$ cat config.mk
export PLATFORM = sky130hd
export DESIGN_NAME = prbs16_lfsr
export DESIGN_NICKNAME = d
export VERILOG_FILES = /design/src/rtl/axis_prbs_pkg.sv /design/src/rtl/prbs16_lfsr.sv
export SDC_FILE = /design/constraint.sdc
export NUM_CORES = 1
export LEC_CHECK = 0
export BUFFER_PORTS_ARGS = -buffer_cell sky130_fd_sc_hd__buf_4
export CORE_MARGIN = 5
export CORE_UTILIZATION = 52
export CTS_CLUSTER_SIZE = 14
export DETAILED_ROUTE_END_ITERATION = 10
export PLACE_DENSITY_LB_ADDON = 0.3
export SKIP_CTS_REPAIR_TIMING = 1
export SYNTH_ARGS = -nofsm -noshare
export SYNTH_HDL_FRONTEND = slang
export SYNTH_SLANG_ARGS = --single-unit
$ cat constraint.sdc
create_clock -name clk -period 2.4 [get_ports clk]
set_input_delay 0.24 -clock clk [delete_from_list [all_inputs] [get_ports clk]]
set_output_delay 0.24 -clock clk [all_outputs]
set_load 0.01 [all_outputs]
$ cat src/rtl/axis_prbs_pkg.sv
// Shared PRBS16 definitions for the stream source and checker, so both sides
// always produce the same sequence.
package axis_prbs_pkg;

  typedef enum logic [1:0] {
    ST_IDLE = 2'd0,
    ST_RUN  = 2'd1,
    ST_DONE = 2'd2
  } state_e;

  // Taps x^16 + x^14 + x^13 + x^11 + 1 as bit positions 15, 13, 12, 10.
  localparam logic [15:0] PRBS16_POLY  = 16'hB400;
  localparam logic [15:0] DEFAULT_SEED = 16'hACE1;

  function automatic logic [15:0] prbs16_next(input logic [15:0] e);
    return {e[14:0], ^(e & PRBS16_POLY)};
  endfunction

endpackage

$ cat src/rtl/prbs16_lfsr.sv
// Fibonacci PRBS16 register with load-to-seed and single-step advance.
// Load wins over advance when both are asserted.
module prbs16_lfsr
  import axis_prbs_pkg::*;
#(
  parameter logic [15:0] SEED = DEFAULT_SEED
) (
  input  logic        clk,
  input  logic        rst_n,
  input  logic        load,
  input  logic        advance,
  output logic [15:0] value
);

  logic [15:0] value_q;
  logic [15:0] value_d;

  always_comb begin
    value_d = value_q;
    if (load) begin
      value_d = SEED;
    end else if (advance) begin
      value_d = prbs16_next(value_q);
    end
  end

  always_ff @(posedge clk or negedge rst_n) begin
    if (!rst_n) begin
      value_q <= SEED;
    end else begin
      value_q <= value_d;
    end
  end

  assign value = value_q;

endmodule

# --- After elaboration in Yosys (flattened, before gate mapping) ---
# Cells that the tools add are included.
op_classes:
  reduce_logical: 2
  mux: 2
op_table:
  columns: ["operator", "count"]
  rows:
  - ["16-bit 2-to-1 mux", 2]
  - ["16-bit XOR reduction", 1]
  - ["2-bit nonzero test", 1]
totals:
  inputBits: 4
  out_inout_bits: 16
  wordCells: 5
  ff_bits: 16

# --- Longest topological paths before layout ---
# Gate-level depths: netlist of the first run.
logic_depth:
  word_depth: 3
  depth_mapped: 4
  ltp_nobuf: 3

# --- Least setup slack after synthesis of the first run ---
# Ideal clock, no wire load.
synth_path:
  path_type: "register to register"
  start: "reg value_q[10] (netlist: value[10])"
  end: "reg value_q[0] (netlist: value[0])"
  setup_time_ns: 0.089
  required_time_ns: 2.311
  synth_period_minus_slack_ns: 0.997
  arrival_time_ns: 0.908
  path_buffers: 0
  path_stages_with_launch: 4
  slack_ns: 1.403
  cell_sequence: "dfstp_2 -> xnor2_1 -> xnor2_1 -> a31oi_1"
synth_via:
  elab_chain_cells: 3
synth_lines:
  columns: ["item", "line", "text"]
  rows:
  - ["start, declared", "prbs16_lfsr.sv:15", "logic [15:0] value_q;"]
  - ["start signal, assigned", "prbs16_lfsr.sv:31", "value_q <= value_d;"]
  - ["16-bit XOR reduction", "axis_prbs_pkg.sv:16", "return {e[14:0], ^(e & PRBS16_POLY)};"]
  - ["16-bit 2-to-1 mux", "prbs16_lfsr.sv:22", "end else if (advance) begin"]
  - ["16-bit 2-to-1 mux", "prbs16_lfsr.sv:20", "if (load) begin"]
# No other way between the ends. The select of a mux whose other input is x is not followed.
# A chain may end at the register's enable or synchronous reset.

# --- Worst setup path after layout of the first run ---
layout_path:
  start: "reg value_q[13] (netlist: value[13])"
  end: "out value[13]"
layout_lines:
  columns: ["item", "line", "text"]
  rows:
  - ["end, declared", "prbs16_lfsr.sv:12", "output logic [15:0] value"]
# No word-level cell between the ends.

==> flow_metrics.env, run 1 <==
export IMPL_synth_edf_count=0
export IMPL_vias=458
export IMPL_hold_start="load"
export IMPL_yosysSeqAreaShare_pct=59.5
export IMPL_synthCells=55
export IMPL_crit_path_cell_trace="buf_4"
export IMPL_synthAdderAreaFrac_pct=0
export IMPL_rsz0062_at_grt="no"
export IMPL_hold_depth=2
export IMPL_slew_violations=0
export IMPL_post_route_util_pct=67.4
export IMPL_grt_overflow=0
export IMPL_critical_path_buf_inv_count=1
export IMPL_synth_warnings=0
export IMPL_cts_max_path_buffers=2
export IMPL_cts_made_buffers=3
export IMPL_die_width_um=46.4
export IMPL_synth_ff_type="dfstp_2"
export IMPL_clk_pin_slew_worst_paths_ns=0.10
export IMPL_drt_wl_total_um=1300
export IMPL_clk_latency_ns=0.28
export IMPL_cts_max_level=1
export IMPL_maxCapViolations=0
export IMPL_power_frac_clock_pct=30.3
export IMPL_finalClockSkew_ns=0.00336
export IMPL_cp_slowest_cell="dfstp_2"
export IMPL_status="complete, no violations"
export IMPL_clockRootBuffer="clkbuf_4"
export IMPL_hold_violations=0
export IMPL_layout_drive_gt1_share_pct=40.8
export IMPL_reg2reg_from="value[13]$_DFFE_PN1P_"
export IMPL_vdd_ir_drop_max_uv=394
export IMPL_grt_antenna_before_repair=0
export IMPL_drt_vias_per_instance=5.03
export IMPL_p_sw_share_pct=25.3
export IMPL_drt_iter0_markers=9
export IMPL_drtAntennaViolNets=0
export IMPL_num_rows=13
export IMPL_yosysMostFrequentCell="mux2i_1"
export IMPL_power_leakage_nw=0.436
export IMPL_die_h_um=46.4
export IMPL_cts_sinks=16
export IMPL_end_kind="output port"
export IMPL_reg2reg_depth=3
export IMPL_combPwrFrac_pct=16.4
export IMPL_largest_reg_flops=16
export IMPL_r2r_end="value[0]$_DFFE_PN1P_"
export IMPL_avgRoutedWirePerCell_um=14.2
export IMPL_synthDistinctLibCells=12
export IMPL_synthSimpleGateAreaFrac_pct=8.89
export IMPL_fin_nets=81
export IMPL_p_per_area_mw_per_mm2=676
export IMPL_critPathRequiredTime_ns=2.16
export IMPL_grt_pass1_vias=464
export IMPL_synth_commonest_cells="15 x mux2i_1, 8 x dfrtp_1, 8 x dfstp_2, 8 x nor2_1, 7 x nand2_1"
export IMPL_postSynthAreaPerCell_um2=12.5
export IMPL_start_kind="flip-flop"
export IMPL_finalSetupViolCount=0
export IMPL_die_area_mm2=0.00215
export IMPL_fmax_ghz=0.816
export IMPL_syn_nets=59
export IMPL_synth_compound_gate_area_share_pct=0.907
export IMPL_coreArea_mm2=0.00128
export IMPL_critPathTopFamily="flip-flops"
export IMPL_hold_end="value[2]$_DFFE_PN0P_"
export IMPL_area_delta_synth_final_pct=25.6
export IMPL_reg2reg_slack_ns=1.37
export IMPL_io_pins=20
export IMPL_synth_mux_area_share_pct=21.8
export IMPL_grt_max_degree=18
export IMPL_worstHoldPathType="input pin to flip-flop"
export IMPL_cts_tree="yes"
export IMPL_dp_hpwl_um=946
export IMPL_seqPwrFrac_pct=53.3
export IMPL_ys_ff_latch=16
export IMPL_grtUsageTotal_pct=15.5
export IMPL_fin_setup_tns_ns=0
export IMPL_diodes=0
export IMPL_synth_top_family_by_area="multiplexers"
export IMPL_first_pass_iters=3
export IMPL_cpPeakStageDelay_ns=0.58
export IMPL_worst_slew_pin_slew_ns=0.261
export IMPL_gp_routability_congestion=0.740
export IMPL_synth_area_um2=689
export IMPL_p_int_uw=437
export IMPL_grt_pass1_wl_um=2170
export IMPL_port_buffers=19
export IMPL_drc=0
export IMPL_synthArstFlopShare_pct=100
export IMPL_finalCritPeriodShare_pct=51.1
export IMPL_floorplan_initialDensity_pct=53.7
export IMPL_relSlewSlack_pct=82.6
export IMPL_critPathMaxFanout=4
export IMPL_synth_top_area_share_pct=30.5
export IMPL_arrival_ns=0.99
export IMPL_fin_crit_ns=1.23
export IMPL_synth_xor_area_share_pct=3.81
export IMPL_yosys_area_top_type="dfstp_2"
export IMPL_critPathKind="flip-flop to output port"
export IMPL_synthTopCellsByArea="dfstp_2 30%, dfrtp_1 29%, mux2i_1 22%"
export IMPL_p_sw_uw=148
[area by class of cell]
class                   count  area, um^2
repair buffers             20         153
fillers                    98         419
inverters                   1        3.75
well taps                  15        18.8
clock buffers               4        36.3
flip-flops and latches     16         410
multi-input cells          35         244
[per-layer routing]
layer  vias to the layer above  share of wire, %  global-route usage [%]
met3                         2               7.6                    7.03
met1                       221                42                    19.3
met2                        12                49                    22.3
li1                        223                 -                       -
met4                         0               1.2                    8.52
met5                         -                 0                       0
[cell usage in the layout (no fill, tap or decap)]
master,count
a31oi_1,1
dlygate4sd3_1,1
inv_1,1
buf_4,19
nand2_1,7
dfrtp_1,8
clkbuf_8,1
xnor2_1,3
mux2i_1,15
nor2_1,8
dfstp_2,8
nor3_1,1
clkbuf_4,3
[worst max path at each step]
| stage | startpoint | to | slack [ns] | cells past startpoint |
|---|---|---|---|---|
| after floorplan | value[10]$_DFFE_PN1P_ | value[0]$_DFFE_PN1P_ | 1.40 | 3 |
| after global routing | value[10]$_DFFE_PN1P_ | value[10] | 1.13 | 1 |
| after CTS | value[13]$_DFFE_PN1P_ | value[13] | 1.16 | 1 |
| after global placement | value[10]$_DFFE_PN1P_ | value[0]$_DFFE_PN1P_ | 1.42 | 3 |
| after detailed placement | value[13]$_DFFE_PN1P_ | value[0]$_DFFE_PN1P_ | 1.37 | 3 |
| final | value[13]$_DFFE_PN1P_ | value[13] | 1.17 | 1 |
[cell families (layout without fill, tap and decap cells)]
| kind of cell | count (synthesis) | count (layout) |
|---|---|---|
| flops | 16 | 16 |
| simple gates | 16 | 16 |
| mux | 15 | 15 |
| xor+xnor | 3 | 3 |
| buf+inv | 4 | 25 |
| compound gates | 1 | 1 |
[per-stage QoR]
step / total power [mW] / cells / hold slack [ns] / cell area (um^2) / setup WS, ns
6_report: 0.585 / 91 / 0.195 / 866 / 1.17
2_1_floorplan: 0.370 / 55 / -0.0556 / 689 / 1.40
3_5_place_dp: 0.413 / 86 / 0.105 / 820 / 1.37
3_3_place_gp: 0.410 / 86 / 0.103 / 820 / 1.42
5_1_grt: 0.617 / 91 / 0.179 / 866 / 1.13
4_1_cts: 0.590 / 90 / -0.210 / 856 / 1.16
[power by group through the flow]
stage          Combinational (mW)  Sequential (mW)  Clock, mW
2_1_floorplan              0.0473            0.323          0
3_3_place_gp               0.0944            0.315          0
3_5_place_dp               0.0964            0.317          0
4_1_cts                    0.0967            0.312      0.182
5_1_grt                     0.106            0.315      0.197
6_report                   0.0960            0.312      0.178
(Power assumes the default switching activity.)
==> inputs of run 2 (changes only) <==
--- a/config.mk
+++ b/config.mk
@@ -7,7 +7,7 @@
 export LEC_CHECK = 0
 export BUFFER_PORTS_ARGS = -buffer_cell sky130_fd_sc_hd__buf_4
 export CORE_MARGIN = 5
-export CORE_UTILIZATION = 52
+export CORE_UTILIZATION = 48
 export CTS_CLUSTER_SIZE = 14
 export DETAILED_ROUTE_END_ITERATION = 10
 export PLACE_DENSITY_LB_ADDON = 0.3
==> constraint.sdc (replaced) <==
create_clock -name clk -period 1.2 [get_ports clk]
set_input_delay 0.12 -clock clk [delete_from_list [all_inputs] [get_ports clk]]
set_output_delay 0.12 -clock clk [all_outputs]
set_load 0.01 [all_outputs]
==> flow_metrics.env, run 2 (same netlist as run 1, synthesis figures left out) <==
export IMPL_cts_sinks=16
export IMPL_first_pass_iters=4
export IMPL_fin_setup_tns_ns=0
export IMPL_grt_antenna_before_repair=0
export IMPL_grt_pass1_vias=459
export IMPL_cpPeakStageDelay_ns=0.57
export IMPL_clk_pin_slew_worst_paths_ns=0.09
export IMPL_port_buffers=19
export IMPL_finalClockSkew_ns=0.00271
export IMPL_layout_cells_non_filler=91
export IMPL_cts_max_path_buffers=2
export IMPL_num_rows=13
export IMPL_io_pins=20
export IMPL_die_area_mm2=0.00229
export IMPL_coreArea_mm2=0.00133
export IMPL_p_sw_uw=283
export IMPL_clockRootBuffer="clkbuf_4"
export IMPL_power_leakage_nw=0.430
export IMPL_drt_vias_per_instance=5.10
export IMPL_final_cell_mix="19 x buf_4, 15 x mux2i_1, 8 x nor2_1, 8 x dfstp_2, 8 x dfrtp_1"
export IMPL_status="complete, no violations"
export IMPL_drt_wl_total_um=1290
export IMPL_critPathRequiredTime_ns=1.08
export IMPL_finalSetupViolCount=0
export IMPL_fmax_ghz=0.913
export IMPL_diodes=0
export IMPL_power_frac_clock_pct=26.1
export IMPL_cp_slowest_cell="dfstp_2"
export IMPL_cts_tree="yes"
export IMPL_largest_reg_flops=16
export IMPL_layout_drive_gt1_share_pct=39.5
export IMPL_die_h_um=47.9
export IMPL_grt_overflow=0
export IMPL_drtAntennaViolNets=0
export IMPL_relSlewSlack_pct=82.8
export IMPL_slew_violations=0
export IMPL_hold_violations=0
export IMPL_rsz0062_at_grt="no"
export IMPL_drt_iter0_markers=13
export IMPL_hold_start="load"
export IMPL_finalCritPeriodShare_pct=91.3
export IMPL_vdd_ir_drop_max_uv=686
export IMPL_start_kind="flip-flop"
export IMPL_worst_slew_pin_slew_ns=0.259
export IMPL_maxCapViolations=0
export IMPL_p_int_uw=819
export IMPL_combPwrFrac_pct=17.2
export IMPL_p_per_area_mw_per_mm2=1290
export IMPL_vias=464
export IMPL_fin_nets=81
export IMPL_cts_made_buffers=3
export IMPL_worstHoldPathType="input pin to flip-flop"
export IMPL_reg2reg_from="value[13]$_DFFE_PN1P_"
export IMPL_fin_crit_ns=1.10
export IMPL_area_delta_synth_final_pct=24.1
export IMPL_cts_max_level=1
export IMPL_grt_max_degree=18
export IMPL_dp_cells=86
export IMPL_die_width_um=47.9
export IMPL_gp_routability_congestion=0.695
export IMPL_avgRoutedWirePerCell_um=14.2
export IMPL_end_kind="output port"
export IMPL_crit_path_cell_trace="buf_4"
export IMPL_critical_path_buf_inv_count=1
export IMPL_critPathMaxFanout=4
export IMPL_p_sw_share_pct=25.7
export IMPL_floorplan_initialDensity_pct=51.7
export IMPL_drc=0
export IMPL_worstSetupStartpoint="value[10]$_DFFE_PN1P_"
export IMPL_arrival_ns=0.98
export IMPL_critPathKind="flip-flop to output port"
export IMPL_seqPwrFrac_pct=56.7
export IMPL_clk_latency_ns=0.28
export IMPL_layout_commonest_cell="buf_4"
export IMPL_critPathTopFamily="flip-flops"
export IMPL_grtUsageTotal_pct=13.3
export IMPL_grt_pass1_wl_um=2080
## run 2: changes by cell type in the layout (fill, tap and decap cells not counted)
cell,delta
clkbuf_1,+1
clkbuf_8,-1
## run 2: final timing paths
check | to | slack [ns] | cells after the start
worst max-delay path | value[10] | 0.10 | 1
worst min register to register | value[5]$_DFFE_PN1P_ | 0.55 | 2
worst max register to register | value[0]$_DFFE_PN1P_ | 0.18 | 3
min in group asynchronous | value[3]$_DFFE_PN0P_ | 0.22 | 2
worst min-delay path | value[8]$_DFFE_PN0P_ | 0.08 | 2
max in group asynchronous | value[11]$_DFFE_PN1P_ | 0.73 | 2
## run 2: power by group through the flow
stage                     Sequential [mW]  Clock [mW]  Combinational, mW
final                               0.625       0.287              0.190
after global routing                0.631       0.318              0.209
after CTS                           0.625       0.303              0.192
after detailed placement            0.634           0              0.191
after global placement              0.632           0              0.189
after floorplan                     0.646           0             0.0946
## run 2: per-stage QoR
step                      hold slack [ns]  total power [mW]  setup slack [ns]  utilization [%]  instance area (um^2)
final                              0.0833              1.10             0.105             64.2                   856
after global routing               0.0736              1.16            0.0561             64.2                   856
after floorplan                    -0.176             0.741             0.203                -                   689
after CTS                          -0.329              1.12            0.0879             63.4                   846
after global placement            -0.0126             0.821             0.215             61.4                   820
after detailed placement          -0.0114             0.825             0.195             61.4                   820
## run 2: final cells by class
class                           instances  area, um^2
Clock buffer                            4        26.3
Fill cell                             111         478
Inverter                                1        3.75
Multi-Input combinational cell         35         244
Sequential cell                        16         410
Tap cell                               15        18.8
Timing Repair Buffer                   20         153
## run 2: metal layers
layer | global-route usage (%) | share of wire (%) | vias up
li1 | - | - | 222
met1 | 17.0 | 46 | 223
met2 | 19.8 | 45 | 17
met3 | 2.63 | 7.8 | 2
met4 | 9.68 | 0.93 | 0
met5 | 0 | 0 | -
